File: config.mk
export PLATFORM = sky130hd
export DESIGN_NAME = pixel_scan_sequencer
export DESIGN_NICKNAME = d
export VERILOG_FILES = /design/src/rtl/pixel_scan_sequencer.sv
export SDC_FILE = /design/constraint.sdc
export NUM_CORES = 1
export LEC_CHECK = 0
export CAP_MARGIN = 20
export CORE_ASPECT_RATIO = 0.8
export CORE_UTILIZATION = 40
export CTS_CLUSTER_SIZE = 25
export DETAILED_ROUTE_END_ITERATION = 10
export MAX_ROUTING_LAYER = met4
export PLACE_DENSITY = 0.73
export REMOVE_ABC_BUFFERS = 1
export SYNTH_ARGS = -nofsm -noshare
export SYNTH_HDL_FRONTEND = slang
export SYNTH_SLANG_ARGS = --single-unit
File: constraint.sdc
create_clock -name wb_clk_i -period 4 [get_ports wb_clk_i]
set_clock_uncertainty 0.15 [all_clocks]
set_input_delay 1 -clock wb_clk_i [delete_from_list [all_inputs] [get_ports wb_clk_i]]
set_output_delay 1 -clock wb_clk_i [all_outputs]
set_load 0.005 [all_outputs]
File: src/rtl/pixel_scan_sequencer.sv
// Purpose: scans N_PIX pixels through reset/integrate/sample-hold/single-slope conversion and streams codes.
// Latency: per pixel t_rst + t_int + t_sh + (code+1) + 1 cycles when downstream is always ready.
// Backpressure: OUT holds valid_o/data_o/idx_o/ovf_o until ready_i; abort_i or reset drops the result.
module pixel_scan_sequencer #(
  parameter  int N_PIX = 12,
  parameter  int CW    = 8,
  parameter  int TW    = 8,
  localparam int IW    = $clog2(N_PIX)
) (
  input  logic             wb_clk_i,
  input  logic             wb_rst_ni,
  input  logic             start_i,
  input  logic             abort_i,
  input  logic             cont_i,
  input  logic [TW-1:0]    t_rst_i,
  input  logic [TW-1:0]    t_int_i,
  input  logic [TW-1:0]    t_sh_i,
  input  logic             cmp_i,
  input  logic             ready_i,
  output logic [N_PIX-1:0] pix_sel_o,
  output logic             sh_rst_o,
  output logic             sh_o,
  output logic             sh_cmp_o,
  output logic             ramp_en_o,
  output logic             counter_rst_o,
  output logic             valid_o,
  output logic [CW-1:0]    data_o,
  output logic [IW-1:0]    idx_o,
  output logic             ovf_o,
  output logic             busy_o,
  output logic             done_o
);

  typedef enum logic [2:0] {
    S_IDLE, S_RST, S_INT, S_SH, S_CONV, S_OUT
  } state_t;

  localparam logic [CW-1:0] CODE_MAX = '1;
  localparam logic [IW-1:0] IDX_LAST = IW'(N_PIX - 1);

  state_t        state, state_nxt;
  logic          cmp_meta, cmp_s;
  logic          cont_q;
  logic [TW-1:0] t_rst_q, t_int_q, t_sh_q;
  logic [TW-1:0] ph_cnt;
  logic [TW-1:0] ph_last;
  logic          phase_done;
  logic [CW-1:0] count;
  logic [CW-1:0] data_q;
  logic          ovf_q;
  logic [IW-1:0] idx;
  logic          last_pix;

  // A zero length field behaves as a one-cycle phase, so the terminal count saturates at 0.
  function automatic logic [TW-1:0] last_cycle(input logic [TW-1:0] t);
    return (t == '0) ? '0 : t - TW'(1);
  endfunction

  // Select the terminal phase count for whichever timed phase is active.
  always_comb begin
    ph_last = '0;
    case (state)
      S_RST:   ph_last = last_cycle(t_rst_q);
      S_INT:   ph_last = last_cycle(t_int_q);
      S_SH:    ph_last = last_cycle(t_sh_q);
      default: ph_last = '0;
    endcase
  end

  assign phase_done = (ph_cnt == ph_last);
  assign last_pix   = (idx == IDX_LAST);

  // State register.
  always_ff @(posedge wb_clk_i) begin
    if (!wb_rst_ni) state <= S_IDLE;
    else            state <= state_nxt;
  end

  // Next-state logic; abort overrides every other transition, including a handshake.
  always_comb begin
    state_nxt = state;
    case (state)
      S_IDLE: if (start_i)    state_nxt = S_RST;
      S_RST:  if (phase_done) state_nxt = S_INT;
      S_INT:  if (phase_done) state_nxt = S_SH;
      S_SH:   if (phase_done) state_nxt = S_CONV;
      S_CONV: if (cmp_s || count == CODE_MAX) state_nxt = S_OUT;
      S_OUT:  if (ready_i) state_nxt = (last_pix && !cont_q) ? S_IDLE : S_RST;
      default: state_nxt = S_IDLE;
    endcase
    if (abort_i) state_nxt = S_IDLE;
  end

  // Comparator synchroniser, configuration latch, phase/conversion counters and result capture.
  always_ff @(posedge wb_clk_i) begin
    if (!wb_rst_ni) begin
      cmp_meta <= 1'b0;
      cmp_s    <= 1'b0;
      cont_q   <= 1'b0;
      t_rst_q  <= '0;
      t_int_q  <= '0;
      t_sh_q   <= '0;
      ph_cnt   <= '0;
      count    <= '0;
      data_q   <= '0;
      ovf_q    <= 1'b0;
      idx      <= '0;
    end else begin
      cmp_meta <= cmp_i;
      cmp_s    <= cmp_meta;
      if (abort_i) begin
        ph_cnt <= '0;
        count  <= '0;
        data_q <= '0;
        ovf_q  <= 1'b0;
        idx    <= '0;
      end else begin
        case (state)
          S_IDLE: begin
            if (start_i) begin
              cont_q  <= cont_i;
              t_rst_q <= t_rst_i;
              t_int_q <= t_int_i;
              t_sh_q  <= t_sh_i;
              idx     <= '0;
              ph_cnt  <= '0;
              count   <= '0;
            end
          end
          S_RST, S_INT, S_SH: begin
            ph_cnt <= phase_done ? '0 : ph_cnt + TW'(1);
            count  <= '0;
          end
          S_CONV: begin
            // A comparator trip wins over saturation when both happen together.
            if (cmp_s) begin
              data_q <= count;
              ovf_q  <= 1'b0;
            end else if (count == CODE_MAX) begin
              data_q <= CODE_MAX;
              ovf_q  <= 1'b1;
            end else begin
              count <= count + CW'(1);
            end
          end
          S_OUT: begin
            if (ready_i) begin
              ph_cnt <= '0;
              idx    <= last_pix ? '0 : idx + IW'(1);
            end
          end
          default: ;
        endcase
      end
    end
  end

  // Analog switch controls and stream outputs decoded from the state; all zero in IDLE.
  always_comb begin
    busy_o        = (state != S_IDLE);
    sh_rst_o      = (state == S_RST);
    sh_o          = (state == S_SH);
    sh_cmp_o      = (state == S_CONV);
    ramp_en_o     = (state == S_CONV);
    counter_rst_o = (state == S_CONV) && (count == '0);
    valid_o       = (state == S_OUT);
    data_o        = (state == S_OUT) ? data_q : '0;
    idx_o         = (state == S_OUT) ? idx : '0;
    ovf_o         = (state == S_OUT) && ovf_q;
    done_o        = (state == S_OUT) && ready_i && last_pix && !abort_i;
    pix_sel_o     = (state != S_IDLE) ? (N_PIX'(1) << idx) : '0;
  end

endmodule

==> flow_summary.yaml, run 1 <==
run_status:
  outcome: "complete, no violations"
placement:
  io_buffers: 63
  gp_congestion: 0.811
  place_hpwl_um: 6300
route:
  routed_wl_um: 8450
  drtIter0Drc: 146
  drt_first_pass_iters: 4
  vias: 3351
  detail-route-antenna-nets: 0
  drc: 0
  wl_per_cell_um: 13.6
  routed_via_density: 5.39
sta:
  min_period_ps: 3620
  tns_ps: 0
  final_max_slew_viol_count: 0
  fmax_mhz: 276
  period_share: 0.906
  grt_setup_unrepaired: "no"
  slew_headroom: 0.544
  hold_viol: 0
  fin_hold_ws_ps: 284
  tightest_slew_ps: 678
  setup_viol: 0
worst_setup_path:
  critPathMaxFanout: 5
  crit_required_ps: 2850
  path_common_cell: "clkdlybuf4s50_1"
  start_kind: "input pin"
  worstSetupPathType: "input pin to primary output"
  max_stage_delay_ps: 580
  crit_chain: "clkdlybuf4s50_1 > nand2_1 > nor3_1 > clkdlybuf4s50_1"
  end_kind: "primary output"
  slowest_stage: "clkdlybuf4s50_1"
  arrival_ps: 2470
synth:
  synth_cells: 446
  async_flop_share: 0
  synth_edf_count: 0
  synth_area_leaders: "dfxtp_1 33%, nand2_1 7.5%, a21boi_0 5.3%, ha_1 5.3%, and2_1 3.9%"
  ys_types: 54
  yosysWarningCount: 0
  netlist_area_mm2: 0.00357
  syn_area_per_cell_um2: 8.01
  ys.flop_type: "dfxtp_1"
  synth_top_cell_area_share: 0.331
  yosysTopAreaCell: "dfxtp_1"
  ys_seq_elements: 59
  seq_area_frac_synth: 0.331
clock_network:
  cts_hold_buf: 0
  numCtsBuffers: 9
  post-cts-setup-buffers: 0
  cts-htree-levels: 3
  clk_latency_ps: 350
  cts_root_buf: "clkbuf_8"
  clockBufferDepth: 2
  cts.clk_slew.worst_paths_ps: 60
  cts_resized: 0
  clock_sinks: 59
  cts_tree: "built"
power_and_ir_drop:
  cellPowerDensity_mw_per_mm2: 337
  leakage_nw: 1.74
  vdd_ir_drop_max_mv: 0.151
min_path:
  holdCritPathClass: "flip-flop to flip-flop"
layout:
  n_antenna_cell: 0
  layout_common_cells: "71 x nand2_1, 63 x clkdlybuf4s50_1, 59 x dfxtp_1"
  fin_nets: 551
  layout-drive-gt1-share: 0.0843
  area_growth_pct: 27.1
  final_common_cell: "nand2_1"
flow_run:
  maxCapViolations: 0
grt:
  globalRouteTotalUtil: 0.199
  antenna_found_initial: 0
  grt_first_pass_wirelength_um: 14200
  grt_pass1_vias: 3116
  overflow: 0
  grt_max_degree: 28
die:
  ios: 64
  die_h_um: 86.5
  row_count: 30
  initial_core_util: 0.417
  die-area_mm2: 0.00931
  core-area_mm2: 0.00856
  die_x_um: 108
-- path summary, 6_finish.rpt --
kind,depth (start not counted),start,slack (ps),end
hold / removal,1,cmp_meta,280,cmp_s
setup / recovery,4,ready_i,380,done_o
setup reg to reg,8,t_sh_q[2],870,state[1]
hold reg to reg,1,cmp_meta,280,cmp_s
-- worst max-delay path, delay by kind of cell --
family | cells | cell delay (ps)
buf+inv | 2 | 1130
simple gates | 2 | 350
-- metal layers --
layer  vias to the layer above  track usage  wire length [um]
met5                         -            -                 0
met1                      1540        0.248              4100
met3                        16       0.0481               419
met4                         0       0.0847               152
li1                       1717            -                 -
met2                        78        0.308              3770
-- sequential cells by signal, indices dropped and copies added, names as in the netlist --
signal,count
cmp_meta,1
t_sh_q,8
data_q,8
idx,4
state,3
count,8
ph_cnt,8
t_rst_q,8
t_int_q,8
cont_q,1
cmp_s,1
ovf_q,1
-- through the flow --
stage	utilization	setup slack (ps)	instance area, um2	total power [W]	std cells
after floorplan	-	1120	3490	0.000788	426
after detailed placement	0.502	384	4290	0.000875	605
final	0.530	376	4540	0.00153	622
after global placement	0.502	401	4290	0.000867	605
after global routing	0.530	220	4540	0.00160	622
after CTS	0.530	374	4530	0.00154	621
-- Yosys cell counts, types with 2 or more instances --
cell type / count
a211o_1: 3
a211oi_1: 8
a21boi_0: 25
a21o_1: 2
a21oi_1: 19
a221oi_1: 6
and2_1: 22
and3_1: 9
and4_1: 2
clkbuf_1: 18
dfxtp_1: 59
ha_1: 15
inv_1: 21
mux2i_1: 2
nand2_1: 71
nand2b_1: 4
nand3_1: 9
nand4_1: 2
nor2_1: 25
nor2b_1: 5
nor3_1: 16
nor3b_1: 5
nor4_1: 5
o211a_1: 2
o21ai_0: 17
o21ai_1: 2
o221a_2: 8
o31ai_1: 5
o41ai_2: 2
or2_2: 2
or3_1: 3
or3b_2: 2
or4_1: 8
or4_4: 4
xnor2_1: 7
xor2_1: 13
-- report_power, final --
part | total, W | leakage, nW | switching, W | internal, W
logic | 0.000234 | 1.14 | 0.000124 | 0.000111
registers | 0.000631 | 0.478 | 0.0000268 | 0.000604
clock network | 0.000667 | 0.123 | 0.000238 | 0.000429
-- logic make-up after synthesis --
group	count (synthesis)	synth area share
muxes	2	0.00561
DFF	59	0.331
and+or+nand+nor	199	0.290
buffers and inverters	41	0.0441
adders and majority gates	15	0.0526
xor gates and xnor gates	20	0.0491
AOI/OAI and AO/OA	110	0.228
-- final cells by class --
class                      count  area [um2]
fill                         826        4020
inverter                      21        78.8
clock inverter                 5         100
timing repair buffer          68         666
sequential                    59        1180
tap                          112         140
clock buffer                  11         141
multi-input combinational    346        2230
Power figures use the tool's default switching activity.
==> run 2: changes to the inputs <==
- CTS_CLUSTER_SIZE: 25 -> unset
==> results of run 2 <==
The final DEF is identical to that of run 1; final timing and power are the same.
==> run 3: changes to the inputs <==
- RECOVER_POWER: unset -> 50
==> run 3 against run 2 <==
Net effect: final area fell by 0.17%; combinational power barely moved; die area did not move; wire length barely moved; non-clock buffer count did not move; total power fell by 0.15%; critical path type unchanged; via count did not move; clock-buffer cell count did not move; clock power barely moved.
==> flow_summary.yaml, run 3 (same netlist as run 1, synthesis figures left out) <==
clock_network:
  clk_latency_ps: 350
  cts.clk_slew.worst_paths_ps: 60
  clock_sinks: 59
  cts_resized: 0
  cts_tree: "built"
  clockBufferDepth: 2
  cts_root_buf: "clkbuf_8"
  cts-htree-levels: 3
  cts_hold_buf: 0
  numCtsBuffers: 9
  post-cts-setup-buffers: 0
worst_setup_path:
  ff2ff_setup_slack_ps: 870
  crit_start: "ready_i"
  worstSetupPathType: "input pin to primary output"
  critPathMaxFanout: 5
  crit_required_ps: 2850
  end_kind: "primary output"
  arrival_ps: 2460
  r2r-start: "t_sh_q[2]"
  start_kind: "input pin"
sta:
  grt_setup_unrepaired: "no"
  slew_headroom: 0.0683
  tightest_slew_ps: 1400
  setup_viol: 0
  min_period_ps: 3610
  period_share: 0.903
  tns_ps: 0
  hold_viol: 0
  fmax_mhz: 277
  final_max_slew_viol_count: 0
power_and_ir_drop:
  seqPwrFrac: 0.412
  combPwrFrac: 0.152
  switching_power_w: 0.000388
  power.share.switching: 0.253
  p_clk_frac: 0.435
  leakage_nw: 1.73
  fin_total_pwr_w: 0.00153
  p_int_w: 0.00114
  vdd_ir_drop_max_mv: 0.151
  cellPowerDensity_mw_per_mm2: 338
die:
  die-area_mm2: 0.00931
  die_h_um: 86.5
  initial_core_util: 0.417
  ios: 64
  row_count: 30
  die_x_um: 108
  core-area_mm2: 0.00856
layout:
  postLayoutCoreUtil: 0.530
  fin_cells: 622
  layout_common_cells: "71 x nand2_1, 61 x clkdlybuf4s50_1, 59 x dfxtp_1"
  layout-drive-gt1-share: 0.0784
  final_common_cell: "nand2_1"
  area_growth_pct: 26.9
  n_antenna_cell: 0
  fin_area_mm2: 0.00453
  fin_nets: 551
route:
  drtIter0Drc: 155
  route.met2.wl_um: 3730
  routed_via_density: 5.39
  vias: 3351
  top_layer_used: "met4"
  detail-route-antenna-nets: 0
  wl_met3_um: 425
  routed_wl_um: 8440
  drc: 0
  met1_length_um: 4140
  wl_per_cell_um: 13.6
  drt_first_pass_iters: 4
grt:
  overflow: 0
  globalRouteTotalUtil: 0.199
  antenna_found_initial: 0
  grt_first_pass_wirelength_um: 14200
  grt_pass1_vias: 3116
  grt_max_degree: 28
placement:
  gp_congestion: 0.811
  place_area_mm2: 0.00429
  place_hpwl_um: 6300
  dp.cells: 605
  io_buffers: 63
flow_run:
  maxCapViolations: 0
run_status:
  outcome: "complete, no violations"
min_path:
  hold_path.startpoint: "cmp_meta"
  holdCritPathClass: "flip-flop to flip-flop"
==> run 3: changes by cell type in the layout (fill, tap and decap cells not counted) <==
cell,previous run,this run
dlygate4sd3_1,0,2
buf_4,4,2
o21ai_0,17,18
and2_0,0,1
clkdlybuf4s50_1,63,61
or2_0,0,1
clkbuf_1,1,3
or2_2,2,1
and2_1,22,21
o21ai_1,2,1
==> run 3: path summary, 6_finish.rpt <==
check / endpoint / depth (start not counted)
min reg2reg: cmp_s / 1
min: cmp_s / 1
max reg2reg: state[1] / 8
max: done_o / 4
==> run 3: per-layer routing <==
| metal | global-route usage | vias to the layer above |
|---|---|---|
| li1 | - | 1717 |
| met4 | 0.0847 | 0 |
| met3 | 0.0481 | 15 |
| met1 | 0.248 | 1533 |
| met5 | - | - |
| met2 | 0.308 | 86 |
==> run 3: area by class of cell <==
class,count,area [um2]
Fill cell,829,4030
Multi-Input combinational cell,346,2230
Sequential cell,59,1180
Timing Repair Buffer,68,658
Clock buffer,11,141
Tap cell,112,140
Clock inverter,5,100
Inverter,21,78.8
==> run 3: critical path, cell delays in order <==
cell             delay (ps)
clkdlybuf4s50_1         580
nand2_1                 110
nor3_1                  230
clkdlybuf4s50_1         540
==> run 3: per-stage QoR <==
step                      setup WS, ps  hold WS, ps
after detailed placement           384          272
after floorplan                   1120          262
after global placement             401          265
after global routing               225          302
final                              386          284
after CTS                          374          287
==> run 3: power groups by stage <==
| stage | combinational (W) | clock (W) | sequential [W] |
|---|---|---|---|
| after detailed placement | 0.000232 | 0 | 0.000644 |
| after global routing | 0.000261 | 0.000705 | 0.000635 |
| after global placement | 0.000225 | 0 | 0.000641 |
| after floorplan | 0.000152 | 0 | 0.000636 |
| after CTS | 0.000233 | 0.000678 | 0.000630 |
| final | 0.000233 | 0.000666 | 0.000631 |
==> RTL change (settings of run 3) <==
Encoding of `state_t`: now one-hot (6 bits for 6 states).
--- a/src/rtl/pixel_scan_sequencer.sv
+++ b/src/rtl/pixel_scan_sequencer.sv
@@ -33,4 +33,4 @@
 
-  typedef enum logic [2:0] {
-    S_IDLE, S_RST, S_INT, S_SH, S_CONV, S_OUT
+  typedef enum logic [5:0] {
+    S_IDLE = 6'b000001, S_RST = 6'b000010, S_INT = 6'b000100, S_SH = 6'b001000, S_CONV = 6'b010000, S_OUT = 6'b100000
   } state_t;
Formal check against the unedited RTL: same outputs for any inputs over 10 cycles, from zero or initial values and one cycle with wb_rst_ni low; not proved beyond that.
==> RTL change against run 3 <==
Via count rose by 1.9%. Setup slack got worse by 0.12 ns. Sequential cell count rose by 3. Power rose by 8.6%. Area after synthesis rose by 2.4%. Final area rose by 4.3%. Clock power rose by 23%. Cell count fell by 0.16%. First-iteration DRC count fell by 10%. Wire length rose by 3.1%. Sequential share of layout area rose by 0.21 points. Critical endpoint is now pix_sel_o[8].
==> RTL change: results <==
[outcome]
status = complete, no violations

[critical_path]
reg2reg_slack_ns = 0.60
timing.rr.start = t_rst_q[0]$_SDFFE_PN0P_
worstPathArrival_ns = 2.59
critical_path.endpoint = pix_sel_o[8]
rr_worst_depth = 10
r2r-end = ph_cnt[5]$_SDFFE_PP0P_
path_max_fanout = 10
critPathLaunch = state[3]$_SDFFE_PP0P_

[clock_tree]
cts-root-buf = clkbuf_16
clk_latency_ns = 0.33
clock-sinks = 62

[final_layout]
n_all_buffers = 71
nClkBuffers = 10
finalNetCount = 550
clock_area_frac = 0.06674
n_fill_cell = 796
inv_count = 18
multi_input_cells = 342
multi_input_area_share = 0.4828
drive_gt1_frac = 0.07859
seq_share = 0.2627
buf_share = 0.1438

[synth]
ys_seq_area_frac = 0.3394
yosys-top-cells-area = dfxtp_1 (34%), nand2_1 (6.6%), a21boi_0 (5.1%)
synth_commonest_cells = nand2_1 (64), dfxtp_1 (62), nor2_1 (28)
syn_avg_cell_area_um2 = 8.312
postSynthCellCount = 440

[grt]
gr-usage-met1 = 0.2708
grtUsageTotal = 0.2042
grt_pass1_wl_mm = 14.92
grt_pass1_vias = 3106
use_met2 = 0.3082
grt_max_degree = 30

[power_and_ir_drop]
ir_worst_vdd_uv = 209.6

[drt]
wl_per_cell_um = 14.02
first_iter_violations = 139
met3_wirelength_um = 371
avgViaCountPerCell = 5.501
met2WireLength_mm = 3.872
vias = 3416
wl_met1_mm = 4.387

[place]
place_area_um2 = 4420
place.gp.congestion = 0.8616
hpwl_mm = 6.586

[sta]
hold_slack_ns = 0.2996
period_minus_slack_ns = 3.738
setup_tns_ns = 0

[worst_hold_path]
min_from = cmp_meta$_SDFF_PN0_
-- RTL change: cell types whose count changed after synthesis, sizes merged, moves of 5 or more --
| cell | before | now |
|---|---|---|
| or3 | 3 | 11 |
| nand2 | 71 | 64 |
| and3 | 9 | 14 |
| nor3 | 16 | 11 |
| o21ai | 19 | 12 |
| a21oi | 19 | 11 |
| a221oi | 7 | 1 |
-- RTL change: cell families after synthesis --
group	after synthesis	share of synthesized area
AOI/OAI and AO/OA	94	0.2001
xor gates and xnor gates	19	0.04550
adders and majority gates	15	0.05132
buffers and inverters	36	0.03832
DFF	62	0.3394
muxes	4	0.01095
and+or+nand+nor	210	0.3144
-- RTL change: critical path, cell delays in order (launching register included) --
cell and delay [ns]:
dfxtp_1 0.32, nor4_1 0.51, and3b_1 0.41, clkinv_1 0.30
and3_1 0.27, clkdlybuf4s50_1 0.44
-- RTL change: where the power goes --
part,internal (uW),switching [uW]
Sequential,633,18.6
Combinational,93.4,96.0
Clock,544,277
Total,1270,392
